**config.mk**
```make
export PLATFORM = sky130hd
export DESIGN_NAME = sys_pe_v2
export DESIGN_NICKNAME = d
export VERILOG_FILES = /design/src/rtl/sys_pkg.sv /design/src/rtl/pe_sat_mac.sv /design/src/rtl/sys_pe_v2.sv
export SDC_FILE = /design/constraint.sdc
export NUM_CORES = 1
export LEC_CHECK = 0
export ABC_AREA = 1
export BUFFER_PORTS_ARGS = -buffer_cell sky130_fd_sc_hd__clkbuf_2
export CORE_ASPECT_RATIO = 1.25
export CORE_UTILIZATION = 40
export CTS_BUF_LIST = sky130_fd_sc_hd__clkbuf_2 sky130_fd_sc_hd__clkbuf_4 sky130_fd_sc_hd__clkbuf_8
export CTS_CLUSTER_DIAMETER = 120
export DETAILED_ROUTE_END_ITERATION = 10
export GPL_TIMING_DRIVEN = 0
export PLACE_DENSITY = 0.58
export SETUP_SLACK_MARGIN = 0.3
export SLEW_MARGIN = 20
export SYNTH_ARGS = -nofsm -noshare
export SYNTH_HDL_FRONTEND = slang
export SYNTH_SLANG_ARGS = --single-unit
```
**constraint.sdc**
```tcl
create_clock -name CLK -period 9.5 [get_ports CLK]
set_input_delay 1.9 -clock CLK [delete_from_list [all_inputs] [get_ports CLK]]
set_output_delay 1.9 -clock CLK [all_outputs]
set_load 0.1 [all_outputs]
```
**src/rtl/sys_pkg.sv**
```systemverilog
// Shared encodings and default widths for the systolic processing element.
package sys_pkg;

  typedef enum logic [1:0] {
    IDLE  = 2'd0,
    RUN   = 2'd1,
    DRAIN = 2'd2
  } state_t;

  localparam logic MODE_OS = 1'b0;
  localparam logic MODE_WS = 1'b1;

  localparam int DEF_OPND_BWIDTH = 8;
  localparam int DEF_ACC_BWIDTH  = 32;
  localparam int DEF_SATURATE    = 1;

endpackage

```
**src/rtl/pe_sat_mac.sv**
```systemverilog
// Combinational signed multiply-add with overflow detect and optional clamping.
module pe_sat_mac
  import sys_pkg::*;
#(
  parameter int OPND_BWIDTH = DEF_OPND_BWIDTH,
  parameter int ACC_BWIDTH  = DEF_ACC_BWIDTH,
  parameter int SATURATE    = DEF_SATURATE
) (
  input  logic signed [OPND_BWIDTH-1:0] a,
  input  logic signed [OPND_BWIDTH-1:0] b,
  input  logic signed [ACC_BWIDTH-1:0]  addend,
  output logic signed [ACC_BWIDTH-1:0]  sum,
  output logic                          ovf
);

  localparam logic [ACC_BWIDTH-1:0] ACC_MAX = {1'b0, {(ACC_BWIDTH-1){1'b1}}};
  localparam logic [ACC_BWIDTH-1:0] ACC_MIN = {1'b1, {(ACC_BWIDTH-1){1'b0}}};

  logic signed [2*OPND_BWIDTH-1:0] w_prod;
  logic signed [ACC_BWIDTH:0]      w_sum;

  assign w_prod = (2*OPND_BWIDTH)'(a) * (2*OPND_BWIDTH)'(b);
  // One guard bit: overflow shows up as the top two bits disagreeing.
  assign w_sum  = (ACC_BWIDTH+1)'(addend) + (ACC_BWIDTH+1)'(w_prod);
  assign ovf    = w_sum[ACC_BWIDTH] ^ w_sum[ACC_BWIDTH-1];

  always_comb begin
    sum = w_sum[ACC_BWIDTH-1:0];
    if (ovf && (SATURATE != 0)) begin
      sum = w_sum[ACC_BWIDTH] ? ACC_MIN : ACC_MAX;
    end
  end

endmodule

```
**src/rtl/sys_pe_v2.sv**
```systemverilog
// Systolic PE: output-stationary MAC with drain chain, or weight-stationary pass-through MAC.
module sys_pe_v2
  import sys_pkg::*;
#(
  parameter int OPND_BWIDTH = DEF_OPND_BWIDTH,
  parameter int ACC_BWIDTH  = DEF_ACC_BWIDTH,
  parameter int SATURATE    = DEF_SATURATE
) (
  input  logic                          CLK,
  input  logic                          RST,
  input  logic                          STALL,
  input  logic                          START,
  input  logic                          FLUSH,
  input  logic                          LOAD_W,
  input  logic                          MODE,
  input  logic                          OPND1_valid_in,
  input  logic signed [OPND_BWIDTH-1:0] OPND1_in,
  input  logic                          OPND2_valid_in,
  input  logic signed [OPND_BWIDTH-1:0] OPND2_in,
  input  logic                          ACC_valid_in,
  input  logic signed [ACC_BWIDTH-1:0]  ACC_in,
  output logic                          OPND1_valid_out,
  output logic signed [OPND_BWIDTH-1:0] OPND1_out,
  output logic                          OPND2_valid_out,
  output logic signed [OPND_BWIDTH-1:0] OPND2_out,
  output logic                          ACC_valid_out,
  output logic signed [ACC_BWIDTH-1:0]  ACC_out,
  output logic                          BUSY,
  output logic                          OVF,
  output logic [1:0]                    o_dbg_state
);

  // Valid qualifies its data on the same cycle; there is no backpressure, only STALL.
  state_t                        r_state, w_state_nxt;
  logic                          r_mode, w_mode_nxt;
  logic signed [ACC_BWIDTH-1:0]  r_acc, w_acc_nxt;
  logic                          r_ovf, w_ovf_nxt;
  logic signed [OPND_BWIDTH-1:0] r_w, w_w_nxt;
  logic signed [ACC_BWIDTH-1:0]  r_acc_out, w_acc_out_nxt;
  logic                          r_acc_v, w_acc_v_nxt;
  logic signed [OPND_BWIDTH-1:0] r_opnd1, r_opnd2;
  logic                          r_opnd1_v, r_opnd2_v;

  logic signed [OPND_BWIDTH-1:0] w_mac_b;
  logic signed [ACC_BWIDTH-1:0]  w_mac_addend, w_mac_sum;
  logic                          w_mac_ovf;
  logic                          w_os_fire, w_ws_fire;

  assign w_mac_b      = (r_mode == MODE_WS) ? r_w : OPND2_in;
  assign w_mac_addend = (r_mode == MODE_WS) ? ACC_in : r_acc;
  assign w_os_fire    = OPND1_valid_in && OPND2_valid_in;
  assign w_ws_fire    = OPND1_valid_in && ACC_valid_in;

  pe_sat_mac #(
    .OPND_BWIDTH(OPND_BWIDTH),
    .ACC_BWIDTH (ACC_BWIDTH),
    .SATURATE   (SATURATE)
  ) u_mac (
    .a     (OPND1_in),
    .b     (w_mac_b),
    .addend(w_mac_addend),
    .sum   (w_mac_sum),
    .ovf   (w_mac_ovf)
  );

  always_comb begin
    w_state_nxt   = r_state;
    w_mode_nxt    = r_mode;
    w_acc_nxt     = r_acc;
    w_ovf_nxt     = r_ovf;
    w_w_nxt       = r_w;
    w_acc_out_nxt = r_acc_out;
    w_acc_v_nxt   = 1'b0;
    case (r_state)
      IDLE: begin
        if (START) begin
          w_state_nxt = RUN;
          w_mode_nxt  = MODE;
          w_acc_nxt   = '0;
          w_ovf_nxt   = 1'b0;
        end else if (LOAD_W && OPND2_valid_in) begin
          w_w_nxt = OPND2_in;
        end
      end
      RUN: begin
        if (r_mode == MODE_OS) begin
          if (w_os_fire) begin
            w_acc_nxt = w_mac_sum;
            w_ovf_nxt = r_ovf | w_mac_ovf;
          end
          // A MAC landing on the flush edge is included in the emitted value.
          if (FLUSH) begin
            w_state_nxt   = DRAIN;
            w_acc_out_nxt = w_acc_nxt;
            w_acc_v_nxt   = 1'b1;
            w_acc_nxt     = '0;
          end
        end else begin
          if (w_ws_fire) begin
            w_acc_out_nxt = w_mac_sum;
            w_acc_v_nxt   = 1'b1;
            w_ovf_nxt     = r_ovf | w_mac_ovf;
          end
          if (FLUSH) w_state_nxt = IDLE;
        end
      end
      DRAIN: begin
        w_acc_out_nxt = ACC_in;
        w_acc_v_nxt   = ACC_valid_in;
        if (!FLUSH) w_state_nxt = IDLE;
      end
      default: w_state_nxt = IDLE;
    endcase
  end

  always_ff @(posedge CLK or posedge RST) begin
    if (RST) begin
      r_state   <= IDLE;
      r_mode    <= MODE_OS;
      r_acc     <= '0;
      r_ovf     <= 1'b0;
      r_w       <= '0;
      r_acc_out <= '0;
      r_acc_v   <= 1'b0;
      r_opnd1   <= '0;
      r_opnd2   <= '0;
      r_opnd1_v <= 1'b0;
      r_opnd2_v <= 1'b0;
    end else if (!STALL) begin
      r_state   <= w_state_nxt;
      r_mode    <= w_mode_nxt;
      r_acc     <= w_acc_nxt;
      r_ovf     <= w_ovf_nxt;
      r_w       <= w_w_nxt;
      r_acc_out <= w_acc_out_nxt;
      r_acc_v   <= w_acc_v_nxt;
      r_opnd1_v <= OPND1_valid_in;
      r_opnd2_v <= OPND2_valid_in;
      if (OPND1_valid_in) r_opnd1 <= OPND1_in;
      if (OPND2_valid_in) r_opnd2 <= OPND2_in;
    end
  end

  assign OPND1_valid_out = r_opnd1_v;
  assign OPND1_out       = r_opnd1;
  assign OPND2_valid_out = r_opnd2_v;
  assign OPND2_out       = r_opnd2;
  assign ACC_valid_out   = r_acc_v;
  assign ACC_out         = r_acc_out;
  assign BUSY            = (r_state != IDLE);
  assign OVF             = r_ovf;
  assign o_dbg_state     = r_state;

endmodule

```
-- Yosys cells after proc, flatten, opt, wreduce, memory -nomap -nowiden
Cells that the tools add are included.
Widths: inputs -> output; s select.
- register bits: 95
- input port bits: 58
- output and inout bits: 55
- logic and storage cells: 69
- add/subtract/negate cells: 1
- multipliers: 1
- equality and inequality tests: 9
- multiplexer cells: 28
- bitwise operators: 4
- reductions and logical operators: 15
- operators with widths (kind ; count):
    $mux 32 ; 10
    $pmux 32 s2 ; 2
    $add 32x16->33 ; 1
    $mul 8x8->16 ; 1
    $reduce_and 4->1 ; 4
    $mux 2 ; 5
    $ne 3x3->1 const B ; 3
    $mux 8 ; 1
    $ne 2x2->1 const B ; 4
    $mux 1 ; 7
    $pmux 2 s3 ; 1
    $reduce_bool 2->1 ; 3
    $reduce_and 5->1 ; 1
    $pmux 1 s2 ; 2
    $reduce_and 2->1 ; 2
    $logic_and 1x1->1 ; 3
    $reduce_and 3->1 ; 1
    $eq 2x1->1 const B ; 1
    $eq 2x2->1 const B ; 1
    $logic_not 2->1 ; 1
    $not 1->1 ; 2
    $or 1x1->1 ; 1
    $xor 1x1->1 ; 1

-- Logic depth before layout (Yosys ltp)
- depth after elaboration: 9
- gate-level depth with buffers: 34
- mapped depth without buffers: 32

-- Cells and area by module
A second synthesis with hierarchy kept.
- cells, all modules: 1657
- area total of the unflattened synthesis: 12174.2 um^2
- by module, submodules not included (module ; instances ; cells each ; area an instance (um^2) ; seq. area each (um^2)):
    pe_sat_mac ; 1 ; 852 ; 6459.9 ; 0.0
    sys_pe_v2 ; 1 ; 805 ; 5714.2 ; 2377.3

-- Least setup slack after synthesis
OpenSTA, ideal clock, no wires.
- path type: input to register
- start: input port OPND2_in[0]
- end: register r_acc_out[30], in the netlist ACC_out[30]
- library setup time: 120 ps
- arrival: 7431 ps
- slack: 1949 ps
- cell stages on the path: 26
- path buffers: 1
- path through: o21ai_0 inv_1 nand2_1 fa_1 inv_1 fa_1 fa_1 fa_1 fa_1 ha_1 nand2_1 nor2_1 nand3_1 nand3_2 nand2_1 nand2_1 nand2_1 nand2_1 nand2_4 buf_6 a21oi_2 nand2_1 nand3_1 nand2_1 nand2_1 nand2_1
- cells in the longest elaborated chain, start to end: 9
- elaborated cells between the ends (all ways): 11
- classes of those cells: 1 x add/sub; 1 x mul; 8 x mux; 1 x bitwise
- RTL lines (element ; line ; source):
    from (decl) ; sys_pe_v2.sv:19 ; input logic signed [OPND_BWIDTH-1:0] OPND2_in,
    $mux 8 * ; sys_pe_v2.sv:49 ; assign w_mac_b = (r_mode == MODE_WS) ? r_w : OPND2_in;
    $mul 8x8->16 * ; pe_sat_mac.sv:22 ; assign w_prod = (2*OPND_BWIDTH)'(a) * (2*OPND_BWIDTH)'(b);
    $add 32x16->33 * ; pe_sat_mac.sv:24 ; assign w_sum = (ACC_BWIDTH+1)'(addend) + (ACC_BWIDTH+1)'(w_prod);
    $mux 32 or $xor 1x1->1 (tied branches) ; pe_sat_mac.sv:30, pe_sat_mac.sv:25 ;
    $mux 32 * ; pe_sat_mac.sv:29 ; if (ovf && (SATURATE != 0)) begin
    $mux 32 ; sys_pe_v2.sv:87 ; if (w_os_fire) begin
    $mux 32 ; sys_pe_v2.sv:92 ; if (FLUSH) begin
    $mux 32 * ; sys_pe_v2.sv:86 ; if (r_mode == MODE_OS) begin
    $pmux 32 s2 * ; sys_pe_v2.sv:74 ; case (r_state)
    to (signal assigned) ; sys_pe_v2.sv:135 ; r_acc_out <= w_acc_out_nxt;
    to (decl) ; sys_pe_v2.sv:39 ; logic signed [ACC_BWIDTH-1:0] r_acc_out, w_acc_out_nxt;
Every way passes the cells marked *; elsewhere a longest branch is shown, timed or not. The select of a mux whose other input is x is not followed.
A chain may end at the register's enable or synchronous reset.

-- Worst setup path in the final report
- start: input port OPND2_in[3]
- end: register r_acc_out[25], in the netlist ACC_out[25]
Same word-level chain as after synthesis.

==> impl_metrics.toml <==
[critical_path]
worst_ep_arrival_time_ps = 8590
r2r_start = "r_mode"
cp-end-kind = "register"
startpoint_type_of_the_worst_setup_path = "primary input"
timing.critical_path.required_ps = 9780
regToRegSetupSlack_ps = 1450
critPathKind = "in2reg"
capture_point_of_the_worst_reg_to_reg_path = "ACC_out[25]"
crit_fanout = 14
critPathMaxStageDelay_ps = 820
crit_end = "ACC_out[25]"
critical_path.most_common_cell = "nand2_1"
critical_path.slowest_cell = "fa_1"
crit_path_start = "OPND2_in[3]"
worst_r2r_path_depth = 31

[drt]
first_pass_iters = 11
route.vias.total = 10200
initialDrtViolationCount = 630
routed_wirelength_um = 35200
post_drt_via_cell_ratio = 5.15
antenna_violating_nets_post_route = 0
wl_per_cell_um = 17.8
route.detailed.drc = 10

[clock_network]
clockRootBuffer = "clkbuf_8"
clock_sink_count = 95
postcts_resize_cnt = 0
clock_path_buffers = 2
clk_pin_slew_worst_paths_ps = 110
cts.hold.buffers_added = 0
cts_setup_buffers = 0
insertion_delay_ps = 380
htreeDepth = 3
cts-buffers-inserted = 9
tritoncts = "done"

[timing]
finalSetupViolations = 0
final.min_clock_period_ps = 8310
setup_repair_after_global_routing_missed_its_margin = "false"
max_slew_margin_pct = 40.8
skew_final_ps = 9.50
worst-slew-pin-transition_ps = 878
post-route-worst-setup-slack_ps = 1190
fin_tns_setup_ps = 0
holdWs_ps = 490
timing_max_transition_violations_final = 0
final.period_utilization_pct = 87.5
timing.final.hold_violations = 0
max_clock_freq_ghz = 0.120

[logic_synthesis]
post_synth_num_cell_types = 37
synthFlopType = "dfrtp_1"
yosys_warnings = 0
seq_area_frac_synth_pct = 20.9
syn-num-nets = 1772
synth_top_cell_area_share_pct = 24.7
synth_area_leaders = "fa_1 25%, dfrtp_1 21%, nand2_1 13%, ha_1 8.3%, inv_1 8.1%"
netlist_instances = 1499
mappedNetlistArea_um2 = 11400
syn_area_per_cell_um2 = 7.58
largest_area_contributor_in_the_netlist = "fa_1"
ys_seq_elements = 95
ys_async_sr_fraction_pct = 100
synth_edf_count = 0

[grt]
first_global_vias = 10400
initial_antenna_violation_count = 0
grt_overflow = 0
grt.total_usage_pct = 25.0
grt_first_pass_wirelength_um = 55400
grt_start_max_net_pins = 68

[finish]
areaGrowthSynthToFinish_pct = 11.0
count_of_antenna_diodes_in_the_layout = 0
nNetsFinal = 1897
proportion_of_layout_cells_with_a_drive_suffix_above_1_pct = 10.4

[placed_design]
port_buffers = 112
detailedPlace.worstSlack_ps = 799
place.gp.congestion = 0.922
dpl.hpwl_um = 29300

[min_path]
hp-class = "reg2reg"

[die]
ios = 113
num_rows = 68
die_outline_area_um2 = 29100
height_of_the_chip_um = 190
die_w_um = 153
initial_core_util_pct = 41.0
fp.coreArea_um2 = 27700

[flow_run]
max_cap_violations = 0

[outcome]
violations = "design-rule violations"
outcome = "complete, but fails checks"
==> logic make-up after synthesis <==
kind of cell             synth area share [%]
adder cells (fa/ha/maj)                  32.9
XOR/XNOR                                 1.93
flip-flops                               20.9
AO/OA/AOI/OAI                            11.3
buffers and inverters                    10.2
multiplexers                            0.440
AND/OR/NAND/NOR                          22.3
==> synth_stat cells (all sizes together) (5+ instances only) <==
cell / count
xnor2: 10
xor2: 15
or2: 11
o21ai: 109
nor2: 128
clkbuf: 37
a21oi: 90
fa: 140
nand4: 6
ha: 75
inv: 244
nand2: 406
dfrtp: 95
o22ai: 17
o21bai: 13
mux2i: 5
buf: 12
nand3: 68
==> worst max-delay path, delay by kind of cell <==
family,cells,cell delay [ps]
AOI/OAI and AO/OA,2,920
adders and majority gates,6,3150
buffers and inverters,4,880
and+or+nand+nor,16,1700
==> cell type report <==
class,instances,area (um2)
timing repair buffer,114,608
fill,2897,15100
tap,350,438
inverter,247,932
clock buffer,10,138
sequential,95,2380
buffer,49,228
clock inverter,6,51.3
multi-input combinational,1108,7840
==> placed cells by master, fill, tap and decap left out, drive strengths merged, types with 17 or more instances in the layout <==
cell type / count
nand2: 406
inv: 246
clkbuf: 159
fa: 140
nor2: 128
o21ai: 109
dfrtp: 95
a21oi: 90
ha: 75
nand3: 68
o22ai: 17
==> routing by layer <==
layer / share of wire [%] / up-vias / track usage, %
met5: 0 / - / 0
met4: 5.9 / 0 / 14.4
met3: 5.2 / 84 / 3.86
met2: 49 / 349 / 43.2
met1: 40 / 4857 / 29.8
li1: - / 4909 / -
==> registers in the layout, summed over array words and instances (netlist names) <==
| signal | flops |
|---|---|
| ACC_out | 32 |
| r_acc | 32 |
| OPND1_out | 8 |
| OPND2_out | 8 |
| r_w | 8 |
| o_dbg_state | 2 |
| ACC_valid_out | 1 |
| OPND1_valid_out | 1 |
| OPND2_valid_out | 1 |
| OVF | 1 |
| r_mode | 1 |
==> per-stage QoR <==
stage | instances | instance area (um2) | util (%)
after floorplan | 1499 | 11400 | -
after global placement | 1961 | 12400 | 44.6
after detailed placement | 1963 | 12400 | 44.8
after CTS | 1979 | 12600 | 45.5
after global routing | 1979 | 12600 | 45.5
final | 1979 | 12600 | 45.5
==> worst min path at each step <==
stage / start / end / slack (ps) / depth (start not counted)
final: OPND1_valid_out / OPND1_valid_out / 490 / 2
after detailed placement: OPND1_valid_out / OPND1_valid_out / 470 / 2
after global routing: r_w[4] / r_w[4] / 510 / 2
after global placement: r_w[7] / r_w[7] / 460 / 2
after CTS: r_w[4] / r_w[4] / 490 / 2
after floorplan: r_w[0] / r_w[0] / 450 / 2
Power is left out: the tool's default activity adds up to more than one toggle a clock period on the data nets, which glitch-free logic cannot reach.
